**config.mk**
```make
export PLATFORM = sky130hd
export DESIGN_NAME = j2c_tx_arbiter
export DESIGN_NICKNAME = d
export VERILOG_FILES = /design/src/rtl/j2c_pkg.sv /design/src/rtl/j2c_rr_arbiter.sv /design/src/rtl/j2c_tx_arbiter.sv
export SDC_FILE = /design/constraint.sdc
export NUM_CORES = 1
export LEC_CHECK = 0
export CAP_MARGIN = 25
export CORE_MARGIN = 8
export CORE_UTILIZATION = 49
export DETAILED_ROUTE_END_ITERATION = 10
export PLACE_DENSITY_LB_ADDON = 0.15
export SLEW_MARGIN = 40
export SYNTH_ARGS = -nofsm -noshare
export SYNTH_HDL_FRONTEND = slang
export SYNTH_SLANG_ARGS = --single-unit
```
**constraint.sdc**
```tcl
create_clock -name clk -period 4.29 [get_ports clk]
set_input_delay 0.858 -clock clk [delete_from_list [all_inputs] [get_ports clk]]
set_output_delay 0.858 -clock clk [all_outputs]
set_load 0.05 [all_outputs]
```
**src/rtl/j2c_pkg.sv**
```systemverilog
// Shared definitions for the J2C transmit arbiter: FSM states, idle line
// levels and frame geometry helpers.
package j2c_pkg;

    typedef enum logic [2:0] {
        ST_IDLE   = 3'd0,
        ST_START  = 3'd1,
        ST_BIT_LO = 3'd2,
        ST_BIT_HI = 3'd3,
        ST_STOP0  = 3'd4,
        ST_STOP1  = 3'd5,
        ST_STOP2  = 3'd6
    } j2c_state_e;

    localparam logic SDA_IDLE = 1'b1;
    localparam logic SCL_IDLE = 1'b1;

    // Width of the requester ID field carried at the head of every frame.
    function automatic int id_width(input int nreq);
        if (nreq > 2) begin
            return $clog2(nreq);
        end else begin
            return 1;
        end
    endfunction

    // Frame length in cycles, START through STOP2 inclusive.
    function automatic int frame_len(input int nbits, input int nreq);
        return 2 * (id_width(nreq) + nbits) + 4;
    endfunction

endpackage

```
**src/rtl/j2c_rr_arbiter.sv**
```systemverilog
// Combinational round-robin picker. The search starts at 'pointer' and wraps;
// the pointer register itself lives in the caller so it advances only on an
// accepted handshake.
module j2c_rr_arbiter
    import j2c_pkg::*;
#(
    parameter  int NREQ = 4,
    localparam int IDW  = id_width(NREQ)
) (
    input  logic [NREQ-1:0] req_valid,
    input  logic [IDW-1:0]  pointer,
    output logic [NREQ-1:0] grant,
    output logic [IDW-1:0]  grant_idx,
    output logic            any_valid
);

    logic [NREQ-1:0] hi_mask_s;
    logic [NREQ-1:0] hi_req_s;
    logic [NREQ-1:0] sel_s;
    logic            found_s;

    // Prefer valid requesters at or above the pointer; otherwise wrap to the
    // lowest valid one. The first set bit of the chosen set wins.
    always_comb begin
        hi_mask_s = '0;
        grant     = '0;
        grant_idx = '0;
        found_s   = 1'b0;
        for (int j = 0; j < NREQ; j++) begin
            hi_mask_s[j] = (j >= int'(pointer));
        end
        hi_req_s  = req_valid & hi_mask_s;
        sel_s     = (|hi_req_s) ? hi_req_s : req_valid;
        any_valid = |req_valid;
        for (int j = 0; j < NREQ; j++) begin
            if (sel_s[j] && !found_s) begin
                found_s   = 1'b1;
                grant[j]  = 1'b1;
                grant_idx = IDW'(j);
            end else begin
                found_s   = found_s;
            end
        end
    end

endmodule

```
**src/rtl/j2c_tx_arbiter.sv**
```systemverilog
// Shares one J2C serial output between NREQ producers. A round-robin winner's
// word is accepted in IDLE, prefixed with its ID and shifted out MSB-first
// framed by START and STOP conditions.
module j2c_tx_arbiter
    import j2c_pkg::*;
#(
    parameter  int NBITS = 8,
    parameter  int NREQ  = 4,
    localparam int IDW   = id_width(NREQ)
) (
    input  logic                  clk,
    input  logic                  rstn,
    input  logic [NREQ-1:0]       req_valid,
    input  logic [NREQ*NBITS-1:0] req_data,
    output logic [NREQ-1:0]       req_ready,
    output logic                  sda,
    output logic                  scl,
    output logic                  busy,
    output logic [IDW-1:0]        grant_id,
    output logic                  frame_done
);

    localparam int             FW       = IDW + NBITS;
    localparam int             CW       = $clog2(FW) + 1;
    localparam logic [CW-1:0]  CNT_LOAD = CW'(FW);
    localparam logic [CW-1:0]  CNT_ONE  = CW'(1);
    localparam logic [IDW-1:0] PTR_LAST = IDW'(NREQ - 1);

    j2c_state_e     state_r, state_nxt_s;
    logic [IDW-1:0] ptr_r, ptr_nxt_s;
    logic [FW-1:0]  sh_r, sh_nxt_s;
    logic [CW-1:0]  cnt_r, cnt_nxt_s;
    logic [IDW-1:0] grant_id_r, grant_id_nxt_s;
    logic           sda_r, sda_nxt_s;
    logic           scl_r, scl_nxt_s;
    logic           busy_r, busy_nxt_s;
    logic           done_r, done_nxt_s;

    logic [NREQ-1:0]  win_oh_s;
    logic [IDW-1:0]   win_idx_s;
    logic             any_valid_s;
    logic [NBITS-1:0] win_data_s;

    j2c_rr_arbiter #(.NREQ(NREQ)) u_rr (
        .req_valid (req_valid),
        .pointer   (ptr_r),
        .grant     (win_oh_s),
        .grant_idx (win_idx_s),
        .any_valid (any_valid_s)
    );

    // Offer the winner only while idle and out of reset; a word can never be
    // accepted while a frame is in flight.
    assign req_ready = (state_r == ST_IDLE && rstn) ? win_oh_s : '0;

    // One-hot AND-OR mux selecting the winner's data word.
    always_comb begin
        win_data_s = '0;
        for (int i = 0; i < NREQ; i++) begin
            win_data_s = win_data_s | ({NBITS{win_oh_s[i]}} & req_data[i*NBITS +: NBITS]);
        end
    end

    // Next-state logic, then line levels derived from the next state so the
    // registered outputs line up with the state they describe.
    always_comb begin
        state_nxt_s    = state_r;
        ptr_nxt_s      = ptr_r;
        sh_nxt_s       = sh_r;
        cnt_nxt_s      = cnt_r;
        grant_id_nxt_s = grant_id_r;
        sda_nxt_s      = SDA_IDLE;
        scl_nxt_s      = SCL_IDLE;

        case (state_r)
            ST_IDLE: begin
                if (any_valid_s) begin
                    state_nxt_s    = ST_START;
                    sh_nxt_s       = {win_idx_s, win_data_s};
                    cnt_nxt_s      = CNT_LOAD;
                    grant_id_nxt_s = win_idx_s;
                    ptr_nxt_s      = (win_idx_s == PTR_LAST) ? '0 : win_idx_s + IDW'(1);
                end else begin
                    state_nxt_s    = ST_IDLE;
                end
            end
            ST_START:  state_nxt_s = ST_BIT_LO;
            ST_BIT_LO: state_nxt_s = ST_BIT_HI;
            ST_BIT_HI: begin
                cnt_nxt_s = cnt_r - CNT_ONE;
                if (cnt_r == CNT_ONE) begin
                    state_nxt_s = ST_STOP0;
                end else begin
                    state_nxt_s = ST_BIT_LO;
                    sh_nxt_s    = {sh_r[FW-2:0], 1'b0};
                end
            end
            ST_STOP0:  state_nxt_s = ST_STOP1;
            ST_STOP1:  state_nxt_s = ST_STOP2;
            ST_STOP2:  state_nxt_s = ST_IDLE;
            default:   state_nxt_s = ST_IDLE;
        endcase

        case (state_nxt_s)
            ST_IDLE:   begin sda_nxt_s = SDA_IDLE;       scl_nxt_s = SCL_IDLE; end
            ST_START:  begin sda_nxt_s = 1'b0;           scl_nxt_s = 1'b1;     end
            ST_BIT_LO: begin sda_nxt_s = sh_nxt_s[FW-1]; scl_nxt_s = 1'b0;     end
            ST_BIT_HI: begin sda_nxt_s = sh_nxt_s[FW-1]; scl_nxt_s = 1'b1;     end
            ST_STOP0:  begin sda_nxt_s = 1'b0;           scl_nxt_s = 1'b0;     end
            ST_STOP1:  begin sda_nxt_s = 1'b0;           scl_nxt_s = 1'b1;     end
            ST_STOP2:  begin sda_nxt_s = 1'b1;           scl_nxt_s = 1'b1;     end
            default:   begin sda_nxt_s = SDA_IDLE;       scl_nxt_s = SCL_IDLE; end
        endcase

        busy_nxt_s = (state_nxt_s != ST_IDLE);
        done_nxt_s = (state_nxt_s == ST_STOP2);
    end

    // State, datapath and glitch-free registered line outputs.
    always_ff @(posedge clk or negedge rstn) begin
        if (!rstn) begin
            state_r    <= ST_IDLE;
            ptr_r      <= '0;
            sh_r       <= '0;
            cnt_r      <= '0;
            grant_id_r <= '0;
            sda_r      <= SDA_IDLE;
            scl_r      <= SCL_IDLE;
            busy_r     <= 1'b0;
            done_r     <= 1'b0;
        end else begin
            state_r    <= state_nxt_s;
            ptr_r      <= ptr_nxt_s;
            sh_r       <= sh_nxt_s;
            cnt_r      <= cnt_nxt_s;
            grant_id_r <= grant_id_nxt_s;
            sda_r      <= sda_nxt_s;
            scl_r      <= scl_nxt_s;
            busy_r     <= busy_nxt_s;
            done_r     <= done_nxt_s;
        end
    end

    assign sda        = sda_r;
    assign scl        = scl_r;
    assign busy       = busy_r;
    assign grant_id   = grant_id_r;
    assign frame_done = done_r;

endmodule

```
# After elaboration in Yosys (flattened, before gate mapping)
# Cells that the tools add are included.
totals:
  register_bits: 26
  latch_bits: 0
  ram_bits: 0
  mem_bits_ro: 0
  out_inout_bits: 10
  mem_count: 0
  in_bits: 38
classes:
  n_addsub: 2
  div_mod_pow: 0
  n_lt_le_gt_ge: 3
  mul: 0
  mux: 22
  n_eq_ne: 15
  bitwise: 8
  n_shift: 0
  n_reduce_logical: 18
ops:
  columns: ["op", "n"]
  rows:
  - ["$and A8 B8 Y8", 4]
  - ["$or A8 B8 Y8", 3]
  - ["$mux W10", 2]
  - ["$pmux W10 S2", 1]
  - ["$pmux W3 S6", 1]
  - ["$eq A3 B3 Y1 const B", 5]
  - ["$eq A3 B2 Y1 const B", 4]
  - ["$pmux W5 S2", 1]
  - ["$mux W1", 9]
  - ["$mux W4", 2]
  - ["$reduce_or A4 Y1", 2]
  - ["$eq A3 B1 Y1 const B", 2]
  - ["$mux W2", 3]
  - ["$eq A5 B1 Y1 const B", 1]
  - ["$mux W5", 1]
  - ["$sub A5 B1 Y5 const B", 1]
  - ["$and A4 B4 Y4", 1]
  - ["$ge A1 B2 Y1 const A", 2]
  - ["$logic_and A1 B1 Y1", 4]
  - ["$ne A2 B2 Y1 const B", 2]
  - ["$reduce_and A2 Y1", 2]
  - ["$reduce_or A2 Y1", 2]
  - ["$logic_not A1 Y1", 3]
  - ["$logic_not A3 Y1", 1]
  - ["9 further kinds", 9]

# Longest topological paths before layout
depth:
  word_depth: 19
  ltp_mapped: 8
  depth_no_buf: 7

# Cells and area by module
# From an unflattened synthesis, not the netlist that was laid out.
hier_totals:
  cells_unflattened: 158
  hier_area_um2: 1582.8
modules_own_cells:
  columns: ["module", "n_inst", "cells_per_inst", "area_each_um2"]
  rows:
  - ["j2c_tx_arbiter", 1, 126, 1355.0]
  - ["j2c_rr_arbiter", 1, 32, 227.7]

# Least setup slack after synthesis
# No wires, ideal clock.
synth_path:
  kind: "input -> output"
  from: "in req_valid[0]"
  to: "out req_ready[3]"
  stages: 4
  t_arrival_ns: 2.337
  setup_slack_ns: 1.095
  t_required_ns: 3.432
  path_cell_list: "nor2b_1 -> o21ai_0 -> nand3_1 -> nor2_1"
synth_via:
  elab_chain_len: 14
synth_lines:
  columns: ["item", "line_no", "source"]
  rows:
  - ["start, declared", "j2c_tx_arbiter.sv:13", "input logic [NREQ-1:0] req_valid,"]
  - ["$and A4 B4 Y4", "j2c_rr_arbiter.sv:32", "hi_req_s = req_valid & hi_mask_s;"]
  - ["$reduce_or A4 Y1", "j2c_rr_arbiter.sv:33", "sel_s = (|hi_req_s) ? hi_req_s : req_valid;"]
  - ["$mux W4 (*)", "j2c_rr_arbiter.sv:33", null]
  - ["$mux W1", "j2c_rr_arbiter.sv:36", "if (sel_s[j] && !found_s) begin"]
  - ["$logic_not A1 Y1", "j2c_rr_arbiter.sv:36", null]
  - ["$logic_and A1 B1 Y1", "j2c_rr_arbiter.sv:36", null]
  - ["$mux W1", "j2c_rr_arbiter.sv:36", null]
  - ["$logic_not A1 Y1", "j2c_rr_arbiter.sv:36", null]
  - ["$logic_and A1 B1 Y1", "j2c_rr_arbiter.sv:36", null]
  - ["$mux W1", "j2c_rr_arbiter.sv:36", null]
  - ["$logic_not A1 Y1", "j2c_rr_arbiter.sv:36", null]
  - ["$logic_and A1 B1 Y1 (*)", "j2c_rr_arbiter.sv:36", null]
  - ["$mux W1 (*)", "j2c_rr_arbiter.sv:36", null]
  - ["$mux W4 (*)", "j2c_tx_arbiter.sv:54", "assign req_ready = (state_r == ST_IDLE && rstn) ? win_oh_s : '0;"]
  - ["end, declared", "j2c_tx_arbiter.sv:15", "output logic [NREQ-1:0] req_ready,"]
# Mark *: on every way between the ends. The rest lies on a longest branch, timed or not.

# Final worst setup path
# Ends and elaborated chain as after synthesis.

==> summary.md <==
| Metric | Value |
|---|---|
| Pin count of the biggest net entering global routing | 27 |
| Syn-to-layout area delta | 34.6% |
| Minimum setup slack after placement | 688 ps |
| Run status | complete, no violations |
| GP Congestion | 0.805 |
| Number of global-route vias before repair | 1583 |
| Total nets after synthesis | 211 |
| Req. time, crit path | 3430 ps |
| Via density per instance | 6.01 |
| Critical path launch point type | input port |
| Postcts setup bufs | 0 |
| Total number of clock tree sinks | 26 |
| Count of endpoints failing setup in the final report | 0 |
| Number of inserted diodes | 0 |
| Number of distinct library cells after synthesis | 44 |
| Average wire per cell in the routed design | 16.1 µm |
| Tightest Hold Check Type | reg2reg |
| Fin area | 2040 µm² |
| Power Total | 1.14 mW |
| Count of final max-slew check failures | 0 |
| Critical path type | in2out |
| Synthesized area divided by synthesized cell count | 8.86 µm² |
| Wire length of the first global-routing pass | 6.77 mm |
| Buffer levels on the longest clock path | 2 |
| Number of synthesized flops with an enable pin | 0 |
| TritonCTS clock tree | built |
| Hold bufs inserted after CTS | 0 |
| Critical path peak fanout | 7 |
| Horizontal die dimension | 71.6 µm |
| Buffers on Ports | 47 |
| Setup repair after global routing missed its margin | no |
| H-tree levels | 1 |
| I/O pin count | 48 |
| Final Critical Period | 3630 ps |
| Gate Count Post-Synth | 171 |
| Yosys warning total | 0 |
| Worst-case headroom to the max-slew limit | 52.4% |
| Final-stage net count | 257 |
| Reg-to-reg setup timing slack | 2040 ps |
| Sequential standard cell area | 653 µm² |
| Iteration-0 DRC count of the detailed router | 122 |
| Number of antenna violations at the first check in global routing | 0 |
| Top flip-flop cell by instance count after synthesis | dfrtp_1 |
| Multi-input gate area in the final layout | 802 µm² |
| Sequential share of the synthesized area | 43.1% |
| Number of inserted filler cells in the final layout | 260 |
| Worst IR Drop VDD | 0.212 mV |
| Yosys reg bits | 26 |
| Clock slew at reported path FFs | 140 ps |
| Clock latency at the later pin of the worst-skew pair | 320 ps |
| Detail Route Antenna Nets | 0 |
| Worst slew pin tran | 711 ps |
| Netlist Area Pre-Place | 1520 µm² |
| Final global-route overflow total | 0 |
| Cell chosen for the clock root | clkbuf_4 |
| Die boundary height | 71.6 µm |
| Post-synth ARST share | 100% |
| Final HPWL DP | 3.20 mm |
| Post-layout worst setup margin | 658 ps |
| Residual DRC | 0 |
| Fraction of the core area covered by cells at the end of the flow | 67.9% |
| WP data arrival | 2770 ps |
| Placement Rows | 20 |
| Standby leakage power | 0.835 nW |
| Cts repair resizes | 0 |
| Endpoint type of the worst setup path | output pin |
| Fraction of final layout cells with drive strength greater than 1 | 8.33% |
| Top achievable clock speed | 0.275 GHz |
| Total negative slack | 0 ps |
| Die ar. | 5130 µm² |
| Floorplan core area | 3000 µm² |
| Worst Skew | 1.09 ps |
| Starting Density | 50.5% |
| Via count | 1497 |
| Max-cap check violation count | 0 |
| Drt first pass iters | 5 |
| Total power per unit cell area | 561 nW/µm² |
| CTS Buf Count | 3 |
| Detailed Route WL | 4.01 mm |
| Period utilization | 84.7% |
| Post-detailed-placement cell area | 1990 µm² |
| Global-route total usage across every layer | 16.0% |
| Number of hold-slack violations in the final timing report | 0 |
## synthesized netlist by cell type (2+ instances only)
cell | count | area [µm²]
ha_1 | 2 | 25.0
o21a_1 | 2 | 15.0
nand2b_1 | 2 | 12.5
clkbuf_1 | 3 | 11.3
a21o_1 | 6 | 45.0
inv_1 | 6 | 22.5
nand4_1 | 10 | 62.6
nand3_1 | 11 | 55.1
or3_1 | 2 | 12.5
xnor2_1 | 3 | 26.3
nor2b_1 | 3 | 18.8
nor2_1 | 18 | 67.6
a21oi_1 | 5 | 25.0
nand2_1 | 25 | 93.8
a31oi_1 | 2 | 12.5
o22a_1 | 3 | 26.3
dfstp_2 | 2 | 52.6
a222oi_1 | 7 | 70.1
o21ai_0 | 6 | 30.0
nor3_1 | 4 | 20.0
dfrtp_1 | 24 | 601
buf_2 | 3 | 15.0
## layout make-up
| cell class | count | area share (%) |
|---|---|---|
| tap | 33 | 2.02 |
| clock inverter | 1 | 1.47 |
| inverter | 6 | 1.10 |
| timing repair buffer | 48 | 22.9 |
| sequential | 26 | 32.0 |
| multi-input combinational | 132 | 39.3 |
| clock buffer | 3 | 1.10 |
## path summary, 6_finish.rpt
check,endpoint,from,cells after the start
worst max register to register,sh_r[7],state_r[2],5
worst min-delay path,grant_id[1],grant_id[1],2
max in group asynchronous,scl,rstn,2
worst max-delay path,req_ready[3],req_valid[0],6
min in group asynchronous,cnt_r[1],rstn,2
worst min register to register,grant_id[1],grant_id[1],2
## cell families after synthesis
family	count (synthesis)	synth area share [%]
DFF	26	43.1
and+or+nand+nor	85	28.4
xor gates and xnor gates	3	1.73
buffers and inverters	13	3.96
AOI/OAI and AO/OA	42	21.1
adders and majority gates	2	1.65
## through the flow
| step | instances | hold slack, ps |
|---|---|---|
| 2_1_floorplan | 171 | 481 |
| 3_3_place_gp | 245 | 463 |
| 3_5_place_dp | 245 | 463 |
| 4_1_cts | 249 | 496 |
| 5_1_grt | 249 | 527 |
| 6_report | 249 | 491 |
## placed cells by master (no fill, tap or decap), types with 6 or more instances in the layout
cell,count
nand3_1,11
o21ai_0,6
inv_1,6
a222oi_1,7
dfrtp_1,24
nor2_1,18
nand2_1,25
nand4_1,10
clkdlybuf4s50_1,43
a21o_1,6
## worst max-delay path, stage by stage
cell	delay, ps
clkdlybuf4s50_1	490
nor2b_1	170
o21ai_0	480
nand3_1	380
nor2_1	180
buf_4	210
## power breakdown
part	leakage, nW	internal (mW)	switching [mW]
sequential	0.322	0.347	0.0907
combinational	0.485	0.218	0.320
clock	0.0279	0.0945	0.0741
## per-layer routing
layer	wire length (µm)	GRT usage (%)	part of all wire, %	vias up
li1	-	-	-	718
met1	1600	17.3	40	709
met2	2100	30.0	52	63
met3	256	3.07	6.4	7
met4	53	5.44	1.3	0
met5	0	0	0	-
## sequential cells by signal, summed over array words and instances (netlist names)
register,cells
ptr_r,2
grant_id,2
frame_done,1
sh_r,10
state_r,3
sda,1
cnt_r,5
busy,1
scl,1
Note: power is estimated with default switching activity, not from simulation.
